`src/rtl/rgb2ycbcr_stream.sv`:
```
// RGB to YCbCr colour converter: full-range JPEG, BT.601 studio or passthrough, selected per pixel.
// Latency: 3 cycles from input transfer to VALID_O; sustains one pixel per cycle.
// Backpressure: each stage loads when the stage after it is empty or draining; empty stages fill under a stall.
module rgb2ycbcr_stream #(
  parameter int DATA_WIDTH = 8,
  parameter int COEF_FRAC  = 15
) (
  input  logic                    CLK_I,
  input  logic                    RST_N_I,
  input  logic [3*DATA_WIDTH-1:0] RGB_I,
  input  logic                    VALID_I,
  output logic                    READY_O,
  input  logic [1:0]              MODE_I,
  input  logic                    LAST_I,
  output logic [DATA_WIDTH-1:0]   Y_O,
  output logic [DATA_WIDTH-1:0]   CB_O,
  output logic [DATA_WIDTH-1:0]   CR_O,
  output logic                    VALID_O,
  input  logic                    READY_I,
  output logic                    LAST_O
);

  localparam int N  = DATA_WIDTH;
  // Product of an unsigned N-bit component and a signed coefficient.
  // Magnitude never exceeds (2^N-1)*2^15, so N+17 signed bits hold it exactly.
  localparam int PW = N + 17;
  // Sum of three products, the offset and the rounding constant.
  localparam int SW = N + 19;

  // Q1.15 coefficient tables, row-major: Y row, Cb row, Cr row; columns R, G, B.
  // 17 bits wide so that the passthrough weight of 1.0 (32768) is representable.
  localparam logic signed [16:0] COEF_M0 [9] = '{
    17'sd9798,   17'sd19235,  17'sd3735,
    -17'sd5529,  -17'sd10855, 17'sd16384,
    17'sd16384,  -17'sd13720, -17'sd2664
  };
  localparam logic signed [16:0] COEF_M1 [9] = '{
    17'sd8414,   17'sd16519,  17'sd3208,
    -17'sd4857,  -17'sd9535,  17'sd14392,
    17'sd14392,  -17'sd12052, -17'sd2340
  };
  localparam logic signed [16:0] COEF_M2 [9] = '{
    17'sd32768,  17'sd0,      17'sd0,
    17'sd0,      17'sd32768,  17'sd0,
    17'sd0,      17'sd0,      17'sd32768
  };

  // Chroma offset is mid-scale in both converting modes; studio luma sits at 16 scaled to N bits.
  localparam logic [N-1:0]        OFF_C  = {1'b1, {(N-1){1'b0}}};
  localparam logic [N-1:0]        OFF_Y1 = N'(16 << (N - 8));
  localparam logic signed [SW-1:0] RND   = SW'(1 << (COEF_FRAC - 1));

  // Clamp a shifted sum to the unsigned N-bit output range.
  function automatic logic [N-1:0] sat(input logic signed [SW-1:0] v);
    if (v[SW-1]) begin
      sat = '0;
    end else if (|v[SW-2:N]) begin
      sat = '1;
    end else begin
      sat = v[N-1:0];
    end
  endfunction

  // ---------------------------------------------------------------------------
  // Handshake: a stage may load when its successor is empty or advancing.
  // ---------------------------------------------------------------------------
  logic w_s1_en;
  logic w_s2_en;
  logic w_s3_en;

  logic r_s1_vld;
  logic r_s2_vld;
  logic r_s3_vld;

  assign w_s3_en = !r_s3_vld || READY_I;
  assign w_s2_en = !r_s2_vld || w_s3_en;
  assign w_s1_en = !r_s1_vld || w_s2_en;
  assign READY_O = w_s1_en;

  // ---------------------------------------------------------------------------
  // Stage 1 inputs: component split and coefficient selection.
  // ---------------------------------------------------------------------------
  logic [N-1:0]          w_comp [3];
  logic signed [16:0]    w_coef [9];
  logic signed [PW-1:0]  w_prod [9];

  assign w_comp[0] = RGB_I[3*N-1:2*N];
  assign w_comp[1] = RGB_I[2*N-1:N];
  assign w_comp[2] = RGB_I[N-1:0];

  // Pick the coefficient set for the incoming pixel; reserved mode 3 converts as JPEG.
  always_comb begin
    for (int i = 0; i < 9; i++) begin
      w_coef[i] = COEF_M0[i];
      case (MODE_I)
        2'd1:    w_coef[i] = COEF_M1[i];
        2'd2:    w_coef[i] = COEF_M2[i];
        default: w_coef[i] = COEF_M0[i];
      endcase
    end
  end

  // Nine component x coefficient products; the result fits PW bits so modular PW-bit math is exact.
  always_comb begin
    for (int i = 0; i < 9; i++) begin
      w_prod[i] = $signed({{(PW-N){1'b0}}, w_comp[i % 3]})
                * $signed({{(PW-17){w_coef[i][16]}}, w_coef[i]});
    end
  end

  logic signed [PW-1:0] r_prod [9];
  logic [1:0]           r_s1_mode;
  logic                 r_s1_last;

  // Stage 1 register: products plus the pixel's mode and frame-end flag.
  always_ff @(posedge CLK_I or negedge RST_N_I) begin
    if (!RST_N_I) begin
      r_s1_vld  <= 1'b0;
      r_s1_mode <= 2'd0;
      r_s1_last <= 1'b0;
      for (int i = 0; i < 9; i++) begin
        r_prod[i] <= '0;
      end
    end else if (w_s1_en) begin
      r_s1_vld <= VALID_I;
      if (VALID_I) begin
        r_s1_mode <= MODE_I;
        r_s1_last <= LAST_I;
        for (int i = 0; i < 9; i++) begin
          r_prod[i] <= w_prod[i];
        end
      end
    end
  end

  // ---------------------------------------------------------------------------
  // Stage 2: per-channel sum with offset and round-half-up constant.
  // ---------------------------------------------------------------------------
  logic [N-1:0]         w_off [3];
  logic signed [SW-1:0] w_sum [3];

  // Offsets follow the mode that travelled with this pixel; passthrough adds none.
  always_comb begin
    w_off[0] = '0;
    w_off[1] = OFF_C;
    w_off[2] = OFF_C;
    case (r_s1_mode)
      2'd1: w_off[0] = OFF_Y1;
      2'd2: begin
        w_off[1] = '0;
        w_off[2] = '0;
      end
      default: ;
    endcase
  end

  // Offset is pre-scaled into the Q.15 domain so one shift later removes both.
  always_comb begin
    for (int ch = 0; ch < 3; ch++) begin
      w_sum[ch] = $signed({{(SW-PW){r_prod[3*ch][PW-1]}},   r_prod[3*ch]})
                + $signed({{(SW-PW){r_prod[3*ch+1][PW-1]}}, r_prod[3*ch+1]})
                + $signed({{(SW-PW){r_prod[3*ch+2][PW-1]}}, r_prod[3*ch+2]})
                + $signed({{(SW-N-COEF_FRAC){1'b0}}, w_off[ch], {COEF_FRAC{1'b0}}})
                + RND;
    end
  end

  logic signed [SW-1:0] r_sum [3];
  logic                 r_s2_last;

  // Stage 2 register: rounded channel sums.
  always_ff @(posedge CLK_I or negedge RST_N_I) begin
    if (!RST_N_I) begin
      r_s2_vld  <= 1'b0;
      r_s2_last <= 1'b0;
      for (int ch = 0; ch < 3; ch++) begin
        r_sum[ch] <= '0;
      end
    end else if (w_s2_en) begin
      r_s2_vld <= r_s1_vld;
      if (r_s1_vld) begin
        r_s2_last <= r_s1_last;
        for (int ch = 0; ch < 3; ch++) begin
          r_sum[ch] <= w_sum[ch];
        end
      end
    end
  end

  // ---------------------------------------------------------------------------
  // Stage 3: drop the fraction and clamp into the output registers.
  // ---------------------------------------------------------------------------
  logic signed [SW-1:0] w_shift [3];

  // Arithmetic shift keeps the sign so negative chroma/luma clamps to zero.
  always_comb begin
    for (int ch = 0; ch < 3; ch++) begin
      w_shift[ch] = r_sum[ch] >>> COEF_FRAC;
    end
  end

  logic [N-1:0] r_y;
  logic [N-1:0] r_cb;
  logic [N-1:0] r_cr;
  logic         r_s3_last;

  // Stage 3 register: holds its pixel unchanged while downstream stalls.
  always_ff @(posedge CLK_I or negedge RST_N_I) begin
    if (!RST_N_I) begin
      r_s3_vld  <= 1'b0;
      r_s3_last <= 1'b0;
      r_y       <= '0;
      r_cb      <= '0;
      r_cr      <= '0;
    end else if (w_s3_en) begin
      r_s3_vld <= r_s2_vld;
      if (r_s2_vld) begin
        r_s3_last <= r_s2_last;
        r_y       <= sat(w_shift[0]);
        r_cb      <= sat(w_shift[1]);
        r_cr      <= sat(w_shift[2]);
      end
    end
  end

  assign VALID_O = r_s3_vld;
  assign LAST_O  = r_s3_last;
  assign Y_O     = r_y;
  assign CB_O    = r_cb;
  assign CR_O    = r_cr;

endmodule
```
`config.mk`:
```
export PLATFORM = sky130hd
export DESIGN_NAME = rgb2ycbcr_stream
export DESIGN_NICKNAME = d
export VERILOG_FILES = /design/src/rtl/rgb2ycbcr_stream.sv
export SDC_FILE = /design/constraint.sdc
export NUM_CORES = 2
export LEC_CHECK = 0
export ABC_AREA = 1
export CAP_MARGIN = 20
export CELL_PAD_IN_SITES_DETAIL_PLACEMENT = 1
export CELL_PAD_IN_SITES_GLOBAL_PLACEMENT = 2
export CORE_MARGIN = 2
export CORE_UTILIZATION = 36
export CTS_BUF_LIST = sky130_fd_sc_hd__clkbuf_4
export CTS_CLUSTER_SIZE = 16
export DETAILED_ROUTE_END_ITERATION = 7
export MAX_ROUTING_LAYER = met4
export PLACE_DENSITY_LB_ADDON = 0.3
export SETUP_SLACK_MARGIN = 0.4
export SYNTH_ARGS = -nofsm -noshare
export SYNTH_HDL_FRONTEND = slang
export SYNTH_SLANG_ARGS = --single-unit
```
`constraint.sdc`:
```
create_clock -name CLK_I -period 2.87 [get_ports CLK_I]
set_clock_uncertainty 0.2 [all_clocks]
set_input_delay 0.574 -clock CLK_I [delete_from_list [all_inputs] [get_ports CLK_I]]
set_output_delay 0.574 -clock CLK_I [all_outputs]
set_load 0.005 [all_outputs]
```
==> impl_metrics.ini <==
[run_status]
outcome = complete, but fails checks
violations = setup timing

[sta]
finalCriticalPeriod_ns = 4.524
fmax_ghz = 0.2210
layout_worst_path_cycle_share_pct = 157.6
relSlewSlack_pct = 55.20
slew_viol_final = 0
hold_viol_final = 0
finalSetupViolCount = 205
whs_ns = 0.2278
worst_slew_pin_slew_ns = 0.6721
setup_slack_ns = -1.654
rsz0062_at_grt = true

[detailed_routing]
vias = 42050
viasPerCell = 5.054
drtIter0Drc = 1783
first_pass_iters = 5
detail-route-antenna-nets = 0
wl_per_cell_um = 22.12
drt-total-wl_um = 184000
drc_errors = 0

[placement]
hpwlAfterDp_um = 141200
place_congestion = 0.9644
place_inst = 7900
portBuffers = 57

[final_layout]
areaGrowthSynthToFinish_pct = 57.09
nets = 7826
layout-drive-gt1-share_pct = 42.91
multi_input_area_mm2 = 0.03866
seqCellArea_mm2 = 0.006832
utilization_pct = 56.74
num-fill-cells = 13150
final_cell_count_no_fill = 8319

[yosys]
synth_flop_cell = dfrtp_1
synthesis.nets = 6512
synth_top_area_share_pct = 19.83
syn_avg_cell_area_um2 = 7.586
yosys.area.top_type = ha_1
synth-edff-count = 0
ys_seq_area_share_pct = 16.61
syn_area_mm2 = 0.04113
synth.distinct_cells = 55
synth_commonest_cells = nand2_1, inv_1, ha_1
synth_most_common_cell = nand2_1
netlist_instances = 5422
postSynthRegisterBits = 273
synth_top_cells_by_area = ha_1, fa_1, dfrtp_1, nand2_1, inv_1
yosysWarnings = 0
ys_async_sr_fraction_pct = 100.0

[clock_network]
root_buffer = clkbuf_4
cts_buffers = 83
cts_num_sinks = 273
clk_latency_ns = 0.96
cts_tree = done
htree_num_levels = 3
cts_buffer_depth = 3
clk_pin_slew_ns = 0.06

[flow_run]
maxCapViolCount = 0

[critical_path]
max_stage_delay_ns = 0.53
critical_path_class = input pin to flip-flop
cp-end-kind = flip-flop
critPathRequiredTime_ns = 3.51
r2r_end = r_sum[25]$_DFFE_PN0P_
cp-start-kind = input pin
reg2reg_depth = 14
r2r_start = r_prod[22]$_DFFE_PN0P_
cp_max_fo = 7
rrSetupSlack_ns = -0.27
critical-path-slowest-cell = fa_1
cp.arrival_ns = 5.17

[floorplan]
core_mm2 = 0.1139
fp.dieH_um = 342.0
die_width_um = 342.0
start_util_pct = 36.12
fp-row-count = 124
die_area_mm2 = 0.1170
ioPinCount = 58

[power]
clkPwrFrac_pct = 5.3
ir_drop_v = 0.001278
power_frac_seq_pct = 9.0
power_uw = 79820
pwr-share-comb_pct = 85.6
switching_share_pct = 52.02
internal_power_uw = 38300
p_sw_uw = 41520
p_per_area_mw_per_mm2 = 1235
p_leak_uw = 0.03296

[hold_path]
hold_end = r_prod[101]$_DFFE_PN0P_
hold_start = RGB_I[9]
hold_path_class = input pin to flip-flop
hold_depth = 7

[global_routing]
overflow = 0
grt_max_degree = 86
grt_usage_pct = 30.16
first_global_vias = 44980
grt_pass1_wl_um = 262900
antenna_found_initial = 7
## metal layers
layer / routed length, µm / vias to the layer above / share of wire (%) / GRT usage (%)
met4: 8695 / 0 / 4.7 / 9.777
met5: 0 / - / 0 / -
met1: 77350 / 21160 / 42 / 37.64
li1: - / 19690 / - / -
met2: 92010 / 807 / 50 / 51.37
met3: 5969 / 383 / 3.2 / 2.813
## sequential cells by signal (all words and copies together), names as in the netlist
register / count
CB_O: 8
CR_O: 8
LAST_O: 1
VALID_O: 1
Y_O: 8
r_prod: 205
r_s1_last: 1
r_s1_mode: 2
r_s1_vld: 1
r_s2_last: 1
r_s2_vld: 1
r_sum: 36
## area by class of cell
| type | instances | share of cell area [%] |
|---|---|---|
| antenna | 5 | 0.01936 |
| clock buffer | 117 | 1.359 |
| clock inverter | 34 | 0.3641 |
| inverter | 1163 | 7.207 |
| multi-input combinational | 3914 | 59.84 |
| sequential | 273 | 10.57 |
| tap | 1512 | 2.928 |
| timing repair buffer | 1301 | 17.71 |
## per-stage QoR
step	instance area, µm²	setup WS [ns]	setup TNS [ns]
global route	64610	-1.695	-220.93
CTS	60090	-1.376	-165.86
floorplan	44920	-2.048	-243.64
global placement	54670	-2.962	-451.83
detailed placement	54670	-3.016	-468.13
finish	64610	-1.654	-205.16
## power groups by stage
stage	clock [µW]	sequential (µW)	combinational (µW)
2_1_floorplan	0	6400	33600
3_3_place_gp	0	7260	53500
3_5_place_dp	0	7310	54800
4_1_cts	4390	7260	60600
5_1_grt	4570	7360	74600
6_report	4240	7220	68400
## how the worst max path moves through the flow
stage,start,end,slack (ns),depth (start not counted)
final,MODE_I[0],r_prod[124]$_DFFE_PN0P_,-1.65,30
after global routing,MODE_I[0],r_prod[49]$_DFFE_PN0P_,-1.70,30
after CTS,MODE_I[0],r_prod[49]$_DFFE_PN0P_,-1.38,28
after detailed placement,MODE_I[0],r_prod[124]$_DFFE_PN0P_,-3.02,27
after global placement,MODE_I[1],r_prod[171]$_DFFE_PN0P_,-2.96,22
after floorplan,MODE_I[0],r_prod[49]$_DFFE_PN0P_,-2.05,25
## critical path: cells and delay by family
family	cells	cell delay, ns
simple gates	10	0.91
compound gates	2	0.41
fa+ha+maj	6	2.12
buf+inv	12	1.10
## repair_timing
item                       in CTS  in global routing
setup endpoints to repair     248                239
setup buffers                 121                134
gates cloned                    1                  1
pin swaps                     393                549
hold buffers                    6                  0
resized for setup             813                819
hold endpoints to repair      277                  0
## cell families (layout without fill, tap and decap cells)
group / count (synthesis) / after routing / share of synthesized area [%]
compound gates: 639 / 639 / 8.317
fa+ha+maj: 1059 / 1059 / 39.64
xor+xnor: 108 / 108 / 2.318
simple gates: 2107 / 2107 / 21.46
buf+inv: 1235 / 2615 / 11.62
mux: 1 / 1 / 0.02738
other cells: 0 / 5 / 0
flops: 273 / 273 / 16.61
## layout by cell type, fill, tap and decap left out, types with 148 or more instances in the layout
cell type	netlist	final
ha_4	0	240
nand2_1	1259	957
inv_1	1150	870
nand2_2	6	148
dfrtp_1	273	273
nor2_1	390	253
inv_2	11	227
fa_1	407	356
ha_1	652	398
buf_6	5	196
buf_4	6	976
No activity file was read; power rests on OpenSTA's default activity.
